===== src/rtl/multicycle_controller_if.sv =====
// Controller <-> datapath/memory signal bundle; master is the controller side.
// Status (halt/fault/state) travels with the controls so the datapath can observe them.
interface multicycle_controller_if #(
  parameter int OPCODE_W = 7
);
  logic [OPCODE_W-1:0] opcode;
  logic                mem_ready;
  logic                halt_req;
  logic                ir_write;
  logic                pc_write;
  logic                alu_src;
  logic                mem_to_reg;
  logic                reg_write;
  logic                mem_read;
  logic                mem_write;
  logic                branch;
  logic [1:0]          alu_op;
  logic                halt;
  logic                fault;
  logic [2:0]          state;

  modport master (
    input  opcode, mem_ready, halt_req,
    output ir_write, pc_write, alu_src, mem_to_reg, reg_write, mem_read,
           mem_write, branch, alu_op, halt, fault, state
  );

  modport slave (
    output opcode, mem_ready, halt_req,
    input  ir_write, pc_write, alu_src, mem_to_reg, reg_write, mem_read,
           mem_write, branch, alu_op, halt, fault, state
  );
endinterface


===== src/rtl/multicycle_controller.sv =====
// Multicycle CPU control FSM: BR 3 cycles, R/I/JAL/JALR/LUI/SW 4, LW 5 at full memory speed.
// Memory stalls hold FETCH/MEM until mem_ready; a bounded wait (TIMEOUT) escalates to FAULT.
module multicycle_controller #(
  parameter int OPCODE_W = 7,
  parameter int TIMEOUT  = 255
) (
  input  logic                    clk,
  input  logic                    reset,
  multicycle_controller_if.master bus
);

  typedef enum logic [2:0] {
    S_FETCH  = 3'd0,
    S_DECODE = 3'd1,
    S_EXEC   = 3'd2,
    S_MEM    = 3'd3,
    S_WB     = 3'd4,
    S_HALT   = 3'd5,
    S_FAULT  = 3'd6
  } state_e;

  localparam logic [OPCODE_W-1:0] OP_R    = OPCODE_W'(7'b0110011);
  localparam logic [OPCODE_W-1:0] OP_I    = OPCODE_W'(7'b0010011);
  localparam logic [OPCODE_W-1:0] OP_LW   = OPCODE_W'(7'b0000011);
  localparam logic [OPCODE_W-1:0] OP_SW   = OPCODE_W'(7'b0100011);
  localparam logic [OPCODE_W-1:0] OP_BR   = OPCODE_W'(7'b1100011);
  localparam logic [OPCODE_W-1:0] OP_JAL  = OPCODE_W'(7'b1101111);
  localparam logic [OPCODE_W-1:0] OP_JALR = OPCODE_W'(7'b1100111);
  localparam logic [OPCODE_W-1:0] OP_LUI  = OPCODE_W'(7'b0110111);
  localparam logic [OPCODE_W-1:0] OP_HALT = OPCODE_W'(7'b0000001);

  // A zero TIMEOUT still needs a 1-bit counter; it simply never advances.
  localparam int              CNT_W   = (TIMEOUT > 0) ? $clog2(TIMEOUT + 1) : 1;
  localparam logic [CNT_W-1:0] CNT_MAX = CNT_W'(TIMEOUT);

  state_e              state_q, state_d;
  logic [OPCODE_W-1:0] op_q, op_d;
  logic [CNT_W-1:0]    wait_cnt_q, wait_cnt_d;
  logic                halt_pend_q, halt_pend_d;
  logic                timeout_hit;

  always_ff @(posedge clk) begin
    if (reset) begin
      state_q     <= S_FETCH;
      op_q        <= '0;
      wait_cnt_q  <= '0;
      halt_pend_q <= 1'b0;
    end else begin
      state_q     <= state_d;
      op_q        <= op_d;
      wait_cnt_q  <= wait_cnt_d;
      halt_pend_q <= halt_pend_d;
    end
  end

  always_comb begin
    state_d        = state_q;
    op_d           = op_q;
    wait_cnt_d     = wait_cnt_q;
    halt_pend_d    = halt_pend_q | bus.halt_req;
    bus.ir_write   = 1'b0;
    bus.pc_write   = 1'b0;
    bus.alu_src    = 1'b0;
    bus.mem_to_reg = 1'b0;
    bus.reg_write  = 1'b0;
    bus.mem_read   = 1'b0;
    bus.mem_write  = 1'b0;
    bus.branch     = 1'b0;
    bus.alu_op     = 2'b00;
    bus.halt       = 1'b0;
    bus.fault      = 1'b0;
    bus.state      = state_q;
    timeout_hit    = (TIMEOUT > 0) && !bus.mem_ready && (wait_cnt_q == CNT_MAX);

    case (state_q)
      S_FETCH: begin
        // Instruction boundary: a pending stop wins before any memory request.
        if (halt_pend_q || bus.halt_req) begin
          state_d = S_HALT;
        end else begin
          bus.mem_read = 1'b1;
          if (bus.mem_ready) begin
            bus.ir_write = 1'b1;
            bus.pc_write = 1'b1;
            state_d      = S_DECODE;
          end else if (timeout_hit) begin
            state_d = S_FAULT;
          end
        end
      end
      S_DECODE: begin
        op_d = bus.opcode;
        case (bus.opcode)
          OP_HALT: state_d = S_HALT;
          OP_R, OP_I, OP_LW, OP_SW, OP_BR, OP_JAL, OP_JALR, OP_LUI: state_d = S_EXEC;
          default: state_d = S_FAULT;
        endcase
      end
      S_EXEC: begin
        case (op_q)
          OP_LW, OP_SW: begin
            bus.alu_src = 1'b1;
            state_d     = S_MEM;
          end
          OP_I: begin
            bus.alu_src = 1'b1;
            bus.alu_op  = 2'b10;
            state_d     = S_WB;
          end
          OP_R: begin
            bus.alu_op = 2'b10;
            state_d    = S_WB;
          end
          OP_LUI: begin
            bus.alu_src = 1'b1;
            bus.alu_op  = 2'b11;
            state_d     = S_WB;
          end
          OP_JAL, OP_JALR: begin
            bus.branch = 1'b1;
            bus.alu_op = 2'b11;
            state_d    = S_WB;
          end
          OP_BR: begin
            bus.branch = 1'b1;
            bus.alu_op = 2'b01;
            state_d    = S_FETCH;
          end
          default: state_d = S_FAULT;
        endcase
      end
      S_MEM: begin
        bus.mem_read  = (op_q == OP_LW);
        bus.mem_write = (op_q != OP_LW);
        if (bus.mem_ready) begin
          state_d = (op_q == OP_LW) ? S_WB : S_FETCH;
        end else if (timeout_hit) begin
          state_d = S_FAULT;
        end
      end
      S_WB: begin
        bus.reg_write  = 1'b1;
        bus.mem_to_reg = (op_q == OP_LW);
        state_d        = S_FETCH;
      end
      S_HALT: begin
        bus.halt = 1'b1;
      end
      S_FAULT: begin
        bus.halt  = 1'b1;
        bus.fault = 1'b1;
      end
      default: state_d = S_FAULT;
    endcase

    if (state_q == S_FETCH || state_q == S_MEM) begin
      if (bus.mem_ready) begin
        wait_cnt_d = '0;
      end else if (wait_cnt_q != CNT_MAX) begin
        wait_cnt_d = wait_cnt_q + 1'b1;
      end
    end
    if ((state_d != state_q) && (state_d == S_FETCH || state_d == S_MEM)) begin
      wait_cnt_d = '0;
    end

    // Reset silences everything so an abandoned store or writeback never escapes.
    if (reset) begin
      bus.ir_write   = 1'b0;
      bus.pc_write   = 1'b0;
      bus.alu_src    = 1'b0;
      bus.mem_to_reg = 1'b0;
      bus.reg_write  = 1'b0;
      bus.mem_read   = 1'b0;
      bus.mem_write  = 1'b0;
      bus.branch     = 1'b0;
      bus.alu_op     = 2'b00;
      bus.halt       = 1'b0;
      bus.fault      = 1'b0;
      bus.state      = 3'd0;
    end
  end

endmodule


===== src/flat_wrapper.sv =====
// flat-port wrapper written by rule: the top's interface ports become plain ports
module multicycle_controller_flat 
#(
  parameter int OPCODE_W = 7,
  parameter int TIMEOUT  = 255
)
  (clk, reset, bus_opcode, bus_mem_ready, bus_halt_req, bus_ir_write, bus_pc_write, bus_alu_src, bus_mem_to_reg, bus_reg_write, bus_mem_read, bus_mem_write, bus_branch, bus_alu_op, bus_halt, bus_fault, bus_state);
  multicycle_controller_if #(.OPCODE_W(OPCODE_W)) bus_i ();
  input  logic clk;
  input  logic reset;
  input wire logic [$bits(bus_i.opcode)-1:0] bus_opcode;
  input wire logic [$bits(bus_i.mem_ready)-1:0] bus_mem_ready;
  input wire logic [$bits(bus_i.halt_req)-1:0] bus_halt_req;
  output wire logic [$bits(bus_i.ir_write)-1:0] bus_ir_write;
  output wire logic [$bits(bus_i.pc_write)-1:0] bus_pc_write;
  output wire logic [$bits(bus_i.alu_src)-1:0] bus_alu_src;
  output wire logic [$bits(bus_i.mem_to_reg)-1:0] bus_mem_to_reg;
  output wire logic [$bits(bus_i.reg_write)-1:0] bus_reg_write;
  output wire logic [$bits(bus_i.mem_read)-1:0] bus_mem_read;
  output wire logic [$bits(bus_i.mem_write)-1:0] bus_mem_write;
  output wire logic [$bits(bus_i.branch)-1:0] bus_branch;
  output wire logic [$bits(bus_i.alu_op)-1:0] bus_alu_op;
  output wire logic [$bits(bus_i.halt)-1:0] bus_halt;
  output wire logic [$bits(bus_i.fault)-1:0] bus_fault;
  output wire logic [$bits(bus_i.state)-1:0] bus_state;
  assign bus_i.opcode = bus_opcode;
  assign bus_i.mem_ready = bus_mem_ready;
  assign bus_i.halt_req = bus_halt_req;
  assign bus_ir_write = bus_i.ir_write;
  assign bus_pc_write = bus_i.pc_write;
  assign bus_alu_src = bus_i.alu_src;
  assign bus_mem_to_reg = bus_i.mem_to_reg;
  assign bus_reg_write = bus_i.reg_write;
  assign bus_mem_read = bus_i.mem_read;
  assign bus_mem_write = bus_i.mem_write;
  assign bus_branch = bus_i.branch;
  assign bus_alu_op = bus_i.alu_op;
  assign bus_halt = bus_i.halt;
  assign bus_fault = bus_i.fault;
  assign bus_state = bus_i.state;
  multicycle_controller #(.OPCODE_W(OPCODE_W), .TIMEOUT(TIMEOUT)) u_core (.clk(clk), .reset(reset), .bus(bus_i));
endmodule

===== config.mk =====
export PLATFORM = sky130hd
export DESIGN_NAME = multicycle_controller_flat
export DESIGN_NICKNAME = d
export VERILOG_FILES = /design/src/rtl/multicycle_controller_if.sv /design/src/rtl/multicycle_controller.sv /design/src/flat_wrapper.sv
export SDC_FILE = /design/constraint.sdc
export NUM_CORES = 1
export LEC_CHECK = 0
export BUFFER_PORTS_ARGS = -buffer_cell sky130_fd_sc_hd__buf_2
export CAP_MARGIN = 20
export CORE_MARGIN = 2
export CORE_UTILIZATION = 49
export CTS_CLUSTER_SIZE = 30
export DETAILED_ROUTE_END_ITERATION = 8
export HOLD_SLACK_MARGIN = 0.03
export PLACE_DENSITY = 0.83
export SYNTH_ARGS = -nofsm -noshare
export SYNTH_HDL_FRONTEND = slang
export SYNTH_SLANG_ARGS = --single-unit

===== constraint.sdc =====
create_clock -name clk -period 1.9 [get_ports clk]
set_input_delay 0 -clock clk [delete_from_list [all_inputs] [get_ports clk]]
set_output_delay 0 -clock clk [all_outputs]
set_load 0.02 [all_outputs]

[Word level (Yosys, flattened, before mapping)]
Index checks and enable logic that the tools add are counted.
Word-level totals
  register bits: 19
  word-level logic and storage cells: 90
  output and inout port bits: 15
Cells by class
  bitwise operators: 1
  $add $sub $neg: 1
  multiplexer cells: 37
  equality and inequality tests: 28
  reduce and logical (&&, ||, !) cells: 19
Operator list (count)
  $eq 7x6->1 const B: 6
  $eq 7x7->1 const B: 6
  $mux 1: 22
  $mux 3: 6
  $pmux 3 s6: 1
  $mux 8: 2
  $eq 7x2->1 const B: 2
  $eq 7x5->1 const B: 2
  $eq 3x2->1 const B: 3
  $eq 3x3->1 const B: 3
  $pmux 3 s3: 1
  $add 8x1->8 const B: 1
  $eq 8x8->1 const B: 1
  $ne 8x8->1 const B: 1
  $reduce_or 2->1: 4
  $reduce_or 8->1: 1
  $eq 7x1->1 const B: 1
  $ne 7x2->1 const B: 1
  $logic_not 3->1: 2
  $pmux 2 s3: 1
  $pmux 3 s2: 1
  $reduce_or 3->1: 2
  $reduce_or 5->1: 1
  $mux 2: 2
  other kinds (10): 13

[Logic depth before layout (Yosys ltp)]
Gate-level depths: netlist of the first run.
  word-level depth: 10
  gate-level depth with buffers: 8
  gate-level depth less buffers: 7

[Least setup slack after synthesis of the first run]
No wires, ideal clock.
  kind: register to output
  start point: register u_core.state_q[1]
  end point: output bus_pc_write
  cell stages (with the launch flop): 4
  data arrival time: 2.000 ns
  slack: -0.100 ns
  data required time: 1.900 ns
  path through: dfxtp_1 or4_4 nor4b_1 buf_4
On the way
  cells in the longest elaborated chain, start to end: 3
RTL lines
  start, declared: RTL line multicycle_controller.sv:36  | state_e state_q, state_d;
  start signal, assigned: RTL line multicycle_controller.sv:49  | state_q <= state_d;
  $logic_not 3->1
  $mux 1 (2 in series)
  end, declared: RTL line flat_wrapper.sv:15  | output wire logic [$bits(bus_i.pc_write)-1:0] bus_pc_write;
Every way passes these cells.

[Worst setup path after layout of the first run]
  start point: register u_core.op_q[3]
  end point: register u_core.wait_cnt_q[1]
On the way
  cells in the longest elaborated chain, start to end: 8
RTL lines
  start, declared: RTL line multicycle_controller.sv:37  | logic [OPCODE_W-1:0] op_q, op_d;
  start signal, assigned: RTL line multicycle_controller.sv:50  | op_q <= op_d;
  $eq 7x5->1 (tied with other cells): RTL line multicycle_controller.sv:100  | case (op_q)
  $reduce_or 5->1 (no source line) (tied with other cells)
  $pmux 3 s3 / $mux 3 (equally long branches): RTL line multicycle_controller.sv:100, multicycle_controller.sv:135
  $pmux 3 s6 (*): RTL line multicycle_controller.sv:75  | case (state_q)
  $eq 3x2->1 / $logic_not 3->1 (equally long branches): RTL line multicycle_controller.sv:163  | if ((state_d != state_q) && (state_d == S_FETCH || state_d == S_MEM)) begin
  $logic_or 1x1->1: RTL line multicycle_controller.sv:163
  $logic_and 1x1->1 (*): RTL line multicycle_controller.sv:163
  $reduce_or 2->1 (no source line) (*)
  end signal, assigned: RTL line multicycle_controller.sv:51  | wait_cnt_q <= wait_cnt_d;
  end, declared: RTL line multicycle_controller.sv:38  | logic [CNT_W-1:0] wait_cnt_q, wait_cnt_d;
Mark *: on every way between the ends. The rest lies on a longest branch, timed or not.
A chain may end at the register's enable or synchronous reset.

==> metrics.yaml, run 1 <==
status:
  status: "finished with violations"
  violations: "setup timing"
floorplan:
  die-area_um2: 3170
  die_w_um: 56.3
  ios: 26
  die_y_um: 56.3
  coreArea_um2: 2540
  rows: 18
  initial_core_util: 0.527
critical_path:
  cp_max_fo: 5
  reg2reg_from: "u_core.op_q[3]"
  critPathLaunch: "u_core.op_q[3]"
  required_ns: 2.09
  arrival_ns: 2.29
  crit_end: "u_core.wait_cnt_q[1]"
  rrSetupSlack_ns: -0.19
  r2r_cells: 7
  critPathLaunchType: "register"
  path_class: "register to register"
  r2r_end: "u_core.wait_cnt_q[1]"
  cp-end-kind: "register"
sta:
  worstMarginPinSlew_ns: 0.409
  fmax_ghz: 0.478
  hold_slack_ns: 0.0969
  layout_min_cycle_time_ns: 2.09
  setup_viol: 9
  drv_slew: 0
  fin_ws_ns: -0.192
  slew_headroom: 0.727
  clock-skew-final_ns: 0.00637
  rsz0062_at_grt: "true"
  hold_viol_final: 0
  finalCritPeriodShare: 1.10
  tns_ns: -1.46
global_route:
  grt_pass1_wl_um: 6450
  grt-ovfl-total: 0
  antenna_found_initial: 0
  grt_pass1_vias: 1442
  grt_use_total: 0.259
  grt_max_degree: 22
place:
  port_buffers: 25
  placed_cell_area_um2: 1730
  gp_congestion: 0.876
  place_ws_ns: -0.200
  hpwlAfterDp_um: 2720
yosys:
  yosys.cell_count.top_type: "nor2_1"
  syn_nets: 173
  synth_top_area_frac: 0.284
  synthTopCellsByCount: "nor2_1, dfxtp_1, nor3_1"
  synth.avg_cell_area_um2: 8.33
  synth_cells: 161
  synth_top_area_cell: "dfxtp_1"
  synth_warnings: 0
  synth_compound_area_frac: 0.180
  synth-seq-area-share: 0.284
  syn_area_um2: 1340
  synth_flop_cell: "dfxtp_1"
  ys_ff_latch: 19
  synth_xor_area_frac: 0.0522
  async_flop_share: 0
  yosys-top-cells-area: "dfxtp_1, nor2_1, mux2i_1"
  synth_top_family_by_area: "simple AND/OR/NAND/NOR gates"
  synth_edf_count: 0
  synth-simple-area-share: 0.367
  synth-adder-area-share: 0.00933
  synthMuxAreaShare: 0.0597
  ys_types: 46
route:
  first_iter_violations: 71
  routed_via_density: 5.90
  wl_um: 4080
  drc_errors: 0
  vias: 1493
  dr.pass1.iters: 4
  final_antenna_net_count: 0
  wl_per_cell_um: 16.1
cts:
  path_clk_slew_ns: 0.11
  cts_made_buffers: 3
  htreeDepth: 1
  cts_tree: "yes"
  cts.path.max_buffers: 2
  root_buffer: "clkbuf_4"
  clock_latency_ns: 0.31
  cts.sink_count: 19
power:
  p_leak_nw: 0.804
  powerDensity_nw_per_um2: 1260
  ir_drop_v: 0.00102
cells_and_area:
  drive_gt1_frac: 0.413
  fin_area_um2: 1930
  final_core_util: 0.758
  n_antenna_cell: 0
  nets: 236
  syn_to_final_growth_pct: 43.8
run:
  maxCapViolCount: 0
worst_hold_path:
  hp-class: "input port to register"
-- repair_timing --
item,4_1_cts,5_1_grt
hold endpoints to repair,8,0
setup endpoints to repair,8,10
setup buffers,3,1
pin swaps,6,5
gates resized for setup,7,13
hold buffers,8,0
-- routing by layer --
| layer | up-vias | track usage | wire length, µm |
|---|---|---|---|
| li1 | 712 | - | - |
| met1 | 705 | 0.319 | 1730 |
| met2 | 64 | 0.408 | 1920 |
| met3 | 12 | 0.0737 | 319 |
| met4 | 0 | 0.133 | 112 |
| met5 | - | 0 | 0 |
-- power breakdown --
group          internal, W  switching (W)
Combinational     0.000805       0.000817
Clock            0.0000820       0.000131
Sequential        0.000480       0.000109
Total              0.00137        0.00106
-- sequential cells by signal, indices dropped and copies added (netlist names) --
name	count
u_core.halt_pend_q	1
u_core.state_q	3
u_core.wait_cnt_q	8
u_core.op_q	7
-- area by class of cell --
cell class,instances,area [µm²]
inverter,4,15.0
tap,30,37.5
multi-input combinational,127,982
sequential,19,385
clock buffer,4,26.3
timing repair buffer,69,483
fill,147,616
-- cell families (layout without fill, tap and decap cells) --
logic type,Yosys count,count (layout)
and+or+nand+nor,83,83
AOI/OAI and AO/OA,27,27
DFF,19,19
buffers and inverters,15,77
xor gates and xnor gates,8,8
muxes,8,8
adders and majority gates,1,1
-- how the worst min path moves through the flow --
| stage | from | endpoint | slack [ns] | cells after the start |
|---|---|---|---|---|
| 4_1_cts | reset | u_core.state_q[0] | 0.08 | 2 |
| 3_5_place_dp | bus_opcode[0] | u_core.op_q[0] | 0.26 | 3 |
| 2_1_floorplan | bus_halt_req | u_core.halt_pend_q | 0.13 | 2 |
| 6_report | reset | u_core.state_q[0] | 0.1 | 2 |
| 5_1_grt | reset | u_core.op_q[2] | 0.1 | 2 |
| 3_3_place_gp | bus_opcode[0] | u_core.op_q[0] | 0.27 | 3 |
-- worst max-delay path: stages, from the launching register on --
cell	delay [ns]
dfxtp_2	0.35
nand4bb_4	0.22
or3_4	0.37
a2111oi_4	0.39
a211oi_2	0.13
a211oi_4	0.30
buf_6	0.17
nor3_2	0.05
-- metrics by stage --
step | std cells | power, W
2_1_floorplan | 161 | 0.00146
3_3_place_gp | 238 | 0.00191
3_5_place_dp | 238 | 0.00197
4_1_cts | 252 | 0.00229
5_1_grt | 253 | 0.00258
6_report | 253 | 0.00242
-- layout by cell type, fill, tap and decap left out, types with 3 or more instances in the layout --
| cell | netlist | layout |
|---|---|---|
| inv_1 | 4 | 4 |
| dfxtp_1 | 19 | 15 |
| clkbuf_4 | 0 | 3 |
| xor2_1 | 5 | 5 |
| and3_1 | 3 | 3 |
| nor3_1 | 12 | 7 |
| a32oi_1 | 4 | 4 |
| nor2_1 | 24 | 23 |
| buf_4 | 1 | 34 |
| nand2_1 | 5 | 5 |
| mux2i_1 | 8 | 8 |
| nand4_1 | 4 | 4 |
| and2_1 | 3 | 3 |
| buf_2 | 4 | 25 |
| xnor2_1 | 3 | 3 |
| dlygate4sd3_1 | 0 | 8 |
| nor2b_1 | 6 | 6 |
| nor3_2 | 0 | 4 |
| dfxtp_2 | 0 | 4 |
| nand2b_1 | 6 | 6 |
| o21ai_0 | 5 | 3 |
| nor3b_1 | 3 | 3 |
(Power assumes the default switching activity.)
==> run 2, diff against run 1 <==
CORE_UTILIZATION = 54   (was 49)
PLACE_DENSITY = 0.86   (was 0.83)
clock period = 2.07 ns   (was 1.9 ns; I/O delays follow)
==> run 2 against run 1 <==
  * The run still ends with setup timing left
  * Sequential share of layout area is 1.6 points higher
  * Count of clock-buffer cells in the layout unchanged
  * Total power is 12% lower
  * Largest power group unchanged
==> metrics.yaml, run 2 (synthesized netlist as in run 1, its figures left out) <==
sta:
  layout_min_cycle_time_ns: 2.08  # -0.0126 ns
  clock-skew-final_ns: 0.00241  # -0.00396 ns
  finalCritPeriodShare: 1.00  # -0.0965
  setup_viol: 2  # -7
  drv_slew: 0  # unchanged
  fmax_ghz: 0.481  # +0.61%
  rsz0062_at_grt: "true"
  fin_ws_ns: -0.00886  # +0.183 ns
  slew_headroom: 0.702  # -0.0254
  worstMarginPinSlew_ns: 0.447  # +0.0381 ns
  hold_viol_final: 0  # unchanged
cts:
  cts_made_buffers: 3  # unchanged
  root_buffer: "clkbuf_4"
  cts_tree: "yes"
  clock_latency_ns: 0.30  # about the same
  cts.path.max_buffers: 2  # unchanged
  path_clk_slew_ns: 0.11  # about the same
  htreeDepth: 1  # unchanged
  cts.sink_count: 19  # unchanged
cells_and_area:
  drive_gt1_frac: 0.368  # -0.0449
  final_cell_mix: "nor2_1, buf_2, buf_4, dfxtp_1, mux2i_1"
  fillers: 155  # +5.4%
  largest_register_ffs: 8  # unchanged
  n_antenna_cell: 0  # unchanged
  syn_to_final_growth_pct: 33.8
  regMostFlops: "u_core.wait_cnt_q"
  top_regs: "u_core.wait_cnt_q (8), u_core.op_q (7), u_core.state_q (3)"
  nets: 217  # -8.1%
  instances_no_fill: 234  # -7.5%
status:
  status: "finished with violations"
  violations: "setup timing"
global_route:
  grt_max_degree: 22  # unchanged
  grt_pass1_wl_um: 5470  # -15%
  grt_pass1_vias: 1224  # -15%
  grt-ovfl-total: 0  # unchanged
  antenna_found_initial: 0  # unchanged
  grt_use_total: 0.260  # +0.00172
critical_path:
  reg2reg_from: "u_core.state_q[0]"
  path_class: "register to register"
  required_ns: 2.25  # +0.16 ns
  cp_max_fo: 5  # unchanged
  critPathLaunch: "u_core.state_q[0]"
  critPathLaunchType: "register"
  arrival_ns: 2.26  # -0.03 ns
  cp-end-kind: "register"
run:
  maxCapViolCount: 0  # unchanged
route:
  final_antenna_net_count: 0  # unchanged
  dr.pass1.iters: 4  # unchanged
  routed_via_density: 6.04  # +2.3%
  drc_errors: 0  # unchanged
  wl_per_cell_um: 16.0  # -0.75%
  wl_um: 3750  # -8.2%
  vias: 1413  # -5.4%
  first_iter_violations: 56  # -21%
place:
  hpwlAfterDp_um: 2490  # -8.2%
  placed_cells: 219  # -8.0%
  port_buffers: 25  # unchanged
  gp_congestion: 0.857  # -2.2%
floorplan:
  initial_core_util: 0.557  # +0.0296
  die-area_um2: 2900  # -8.6%
  die_w_um: 53.8  # -4.4%
  die_y_um: 53.8  # -4.4%
  coreArea_um2: 2410  # -5.3%
  ios: 26  # unchanged
  rows: 18  # unchanged
power:
  p_leak_nw: 0.717  # -11%
  ir_drop_v: 0.000838  # -18%
  powerDensity_nw_per_um2: 1180  # -5.7%
  p_total_w: 0.00213  # -12%
worst_hold_path:
  min-delay-start: "bus_opcode[5]"
  hp-class: "input port to register"
[run 2: cell count changes in the layout (fill, tap and decap cells not counted), moves of 2 or more]
cell / previous run / this run
buf_4: 34 / 17
nor3_1: 7 / 4
a21boi_0: 1 / 3
dfxtp_1: 15 / 13
dfxtp_2: 4 / 6
nor3_4: 1 / 3
[run 2: worst max-delay path, cell delays in order (launching register included)]
cell      delay [ns]
dfxtp_2         0.33
or4_4           0.55
nor4b_4         0.31
a211oi_2        0.08
and2_4          0.19
a211oi_4        0.25
buf_6           0.19
nor3_2          0.05
[run 2: power breakdown]
part / internal (W) / switching [W] / leakage, nW
clock: 0.0000750 / 0.000115 / 0.0150
sequential: 0.000443 / 0.0000965 / 0.157
combinational: 0.000661 / 0.000736 / 0.544
total: 0.00118 / 0.000947 / 0.717
[run 2: area by class of cell]
| class | instances | area [µm²] | area share |
|---|---|---|---|
| inverters | 4 | 15.0 | 0.00837 |
| flip-flops and latches | 19 | 388 | 0.216 |
| clock buffers | 4 | 26.3 | 0.0146 |
| repair buffers | 50 | 340 | 0.190 |
| well taps | 30 | 37.5 | 0.0209 |
| multi-input cells | 127 | 987 | 0.550 |
[run 2: path summary, 6_finish.rpt]
path / cells past startpoint / to / slack [ns]
setup / recovery: 7 / u_core.wait_cnt_q[1] / -0.009
hold / removal: 3 / u_core.op_q[5] / 0.05
setup reg to reg: 7 / u_core.wait_cnt_q[1] / -0.009
hold reg to reg: 2 / u_core.halt_pend_q / 0.57
[run 2: metrics by stage]
stage | cell area (µm²) | TNS, ns | hold slack, ns | worst slack (ns) | utilization
3_3_place_gp | 1560 | 0 | 0.266 | 0.0201 | 0.647
2_1_floorplan | 1340 | 0 | 0.131 | 0.0704 | -
4_1_cts | 1690 | 0 | 0.0347 | 0.0247 | 0.703
6_report | 1790 | -0.00908 | 0.0533 | -0.00886 | 0.745
3_5_place_dp | 1560 | -0.0759 | 0.282 | -0.0274 | 0.647
5_1_grt | 1790 | -0.338 | 0.0770 | -0.0601 | 0.745
[run 2: what timing repair did]
item	4_1_cts	5_1_grt
setup buffers	2	3
gates resized for setup	4	21
hold buffers	7	0
hold endpoints to repair	7	0
pin swaps	3	12
endpoints found under the setup margin	8	8
[run 2: metal layers]
metal | GRT usage | share of wire | vias to the layer above
li1 | - | - | 677
met1 | 0.332 | 0.42 | 680
met2 | 0.435 | 0.52 | 49
met3 | 0.0472 | 0.051 | 7
met4 | 0.0983 | 0.010 | 0
met5 | 0 | 0 | -
==> run 3, diff against run 2 <==
PLACE_DENSITY = 0.85   (was 0.86)
==> run 3 against run 2 <==
  * The run still ends with setup timing left
  * Combinational power down 4%
  * Worst setup slack worse by 0.022 ns
  * Cell count up 0.85%
  * Register-to-register slack worse by 0.02 ns
  * Non-clock buffer count up 2
  * Core utilization down 1.1 points
==> metrics.yaml, run 3 (synthesized netlist as in run 1, its figures left out) <==
critical_path:
  cp_max_fo: 3  # -2
  required_ns: 2.25  # about the same
  reg2reg_from: "u_core.state_q[1]"
  cp-end-kind: "register"
  arrival_ns: 2.28  # +0.02 ns
  r2r_end: "u_core.wait_cnt_q[1]"
  path_class: "register to register"
  critPathLaunch: "u_core.state_q[1]"
  crit_end: "u_core.wait_cnt_q[1]"
  r2r_cells: 7  # unchanged
  critPathLaunchType: "register"
  rrSetupSlack_ns: -0.03  # -0.02 ns
place:
  port_buffers: 25  # unchanged
  place_ws_ns: -0.0738  # -0.0464 ns
  hpwlAfterDp_um: 2650  # +6.3%
  gp_congestion: 0.856  # about the same
cells_and_area:
  syn_to_final_growth_pct: 31.7
  final_cell_mix: "buf_2, nor2_1, buf_4, dfxtp_1"
  largest_register_ffs: 8  # unchanged
  top_regs: "u_core.wait_cnt_q (8), u_core.op_q (7), u_core.state_q (3)"
  regMostFlops: "u_core.wait_cnt_q"
  drive_gt1_frac: 0.340  # -0.0278
  nets: 219  # +0.92%
  n_antenna_cell: 0  # unchanged
  layout_commonest_cell: "buf_2"
sta:
  clock-skew-final_ns: 0.00215  # -0.000254 ns
  hold_viol_final: 0  # unchanged
  layout_min_cycle_time_ns: 2.10  # +0.0221 ns
  finalCritPeriodShare: 1.01  # +0.0107
  worstMarginPinSlew_ns: 0.366  # -0.0814 ns
  slew_headroom: 0.753  # +0.0511
  rsz0062_at_grt: "true"
  drv_slew: 0  # unchanged
  fmax_ghz: 0.476  # -1.1%
  setup_viol: 6  # +4
  hold_slack_ns: 0.0856  # +0.0322 ns
  tns_ns: -0.0685  # -0.0594 ns
  fin_ws_ns: -0.0310  # -0.0221 ns
status:
  status: "finished with violations"
  violations: "setup timing"
cts:
  cts_made_buffers: 3  # unchanged
  clock_latency_ns: 0.30  # about the same
  cts.path.max_buffers: 2  # unchanged
  path_clk_slew_ns: 0.10  # about the same
  cts_tree: "yes"
  cts.sink_count: 19  # unchanged
  htreeDepth: 1  # unchanged
  root_buffer: "clkbuf_4"
global_route:
  grt_use_total: 0.274  # +0.0139
  grt-ovfl-total: 0  # unchanged
  grt_pass1_vias: 1274  # +4.1%
  grt_max_degree: 22  # unchanged
  antenna_found_initial: 0  # unchanged
  grt_pass1_wl_um: 5750  # +5.0%
route:
  drc_errors: 0  # unchanged
  routed_via_density: 6.08  # +0.63%
  vias: 1434  # +1.5%
  wl_per_cell_um: 15.5  # -3.1%
  wl_um: 3660  # -2.3%
  dr.pass1.iters: 4  # unchanged
  first_iter_violations: 45  # -20%
  final_antenna_net_count: 0  # unchanged
floorplan:
  coreArea_um2: 2410  # unchanged
  die_y_um: 53.8  # unchanged
  die-area_um2: 2900  # unchanged
  initial_core_util: 0.557  # unchanged
  die_w_um: 53.8  # unchanged
  rows: 18  # unchanged
  ios: 26  # unchanged
power:
  powerDensity_nw_per_um2: 1160  # -1.7%
  ir_drop_v: 0.000794  # -5.3%
  p_leak_nw: 0.706  # -1.5%
worst_hold_path:
  hp-class: "input port to register"
run:
  maxCapViolCount: 0  # unchanged
[run 3: changes by cell type in the layout (fill, tap and decap cells not counted), sizes merged]
cell	previous run	this run
dlygate4sd3	7	8
buf	43	44
[run 3: layout make-up]
cell class / count / area [µm²]
Inverter: 4 / 15.0
Tap cell: 30 / 37.5
Clock buffer: 4 / 26.3
Timing Repair Buffer: 52 / 352
Sequential cell: 19 / 384
Multi-Input combinational cell: 127 / 952
Fill cell: 166 / 643
[run 3: critical path, cell delays in order, from the launching register on]
cell,delay (ns)
dfxtp_2,0.34
or4_4,0.55
nor4b_4,0.34
a211oi_2,0.10
and2_4,0.17
a211oi_4,0.25
buf_4,0.18
nor3_2,0.04
[run 3: through the flow]
| step | cells | area [µm²] | total power, W | utilization |
|---|---|---|---|---|
| after floorplan | 161 | 1340 | 0.00133 | - |
| after global placement | 219 | 1560 | 0.00159 | 0.647 |
| after detailed placement | 219 | 1560 | 0.00164 | 0.647 |
| after CTS | 234 | 1710 | 0.00193 | 0.710 |
| after global routing | 236 | 1770 | 0.00219 | 0.733 |
| final | 236 | 1770 | 0.00206 | 0.733 |
[run 3: worst min path at each step]
stage	slack, ns	depth (start not counted)	to	start
2_1_floorplan	0.13	2	u_core.halt_pend_q	bus_halt_req
3_3_place_gp	0.26	3	u_core.op_q[0]	bus_opcode[0]
3_5_place_dp	0.28	3	u_core.op_q[3]	bus_opcode[3]
4_1_cts	0.09	2	u_core.state_q[1]	reset
5_1_grt	0.09	2	u_core.op_q[0]	reset
6_report	0.09	2	u_core.state_q[1]	reset
[run 3: where the power goes]
group | internal (W) | switching [W] | total (W)
Clock | 0.0000752 | 0.000112 | 0.000188
Sequential | 0.000438 | 0.0000937 | 0.000532
Combinational | 0.000643 | 0.000695 | 0.00134
[run 3: what timing repair did]
action                                  CTS  global route
hold buffers                              8             0
resized for setup                         5             9
buffers inserted                          3             2
endpoints found under the hold margin     8             0
endpoints found under the setup margin    8             8
pin swaps                                 5             8
[run 3: metal layers]
| layer | vias up | routed length, µm | global-route usage |
|---|---|---|---|
| met3 | 16 | 228 | 0.0444 |
| met5 | - | 0 | 0 |
| met2 | 70 | 1740 | 0.443 |
| met4 | 0 | 127 | 0.171 |
| li1 | 680 | - | - |
| met1 | 668 | 1560 | 0.337 |
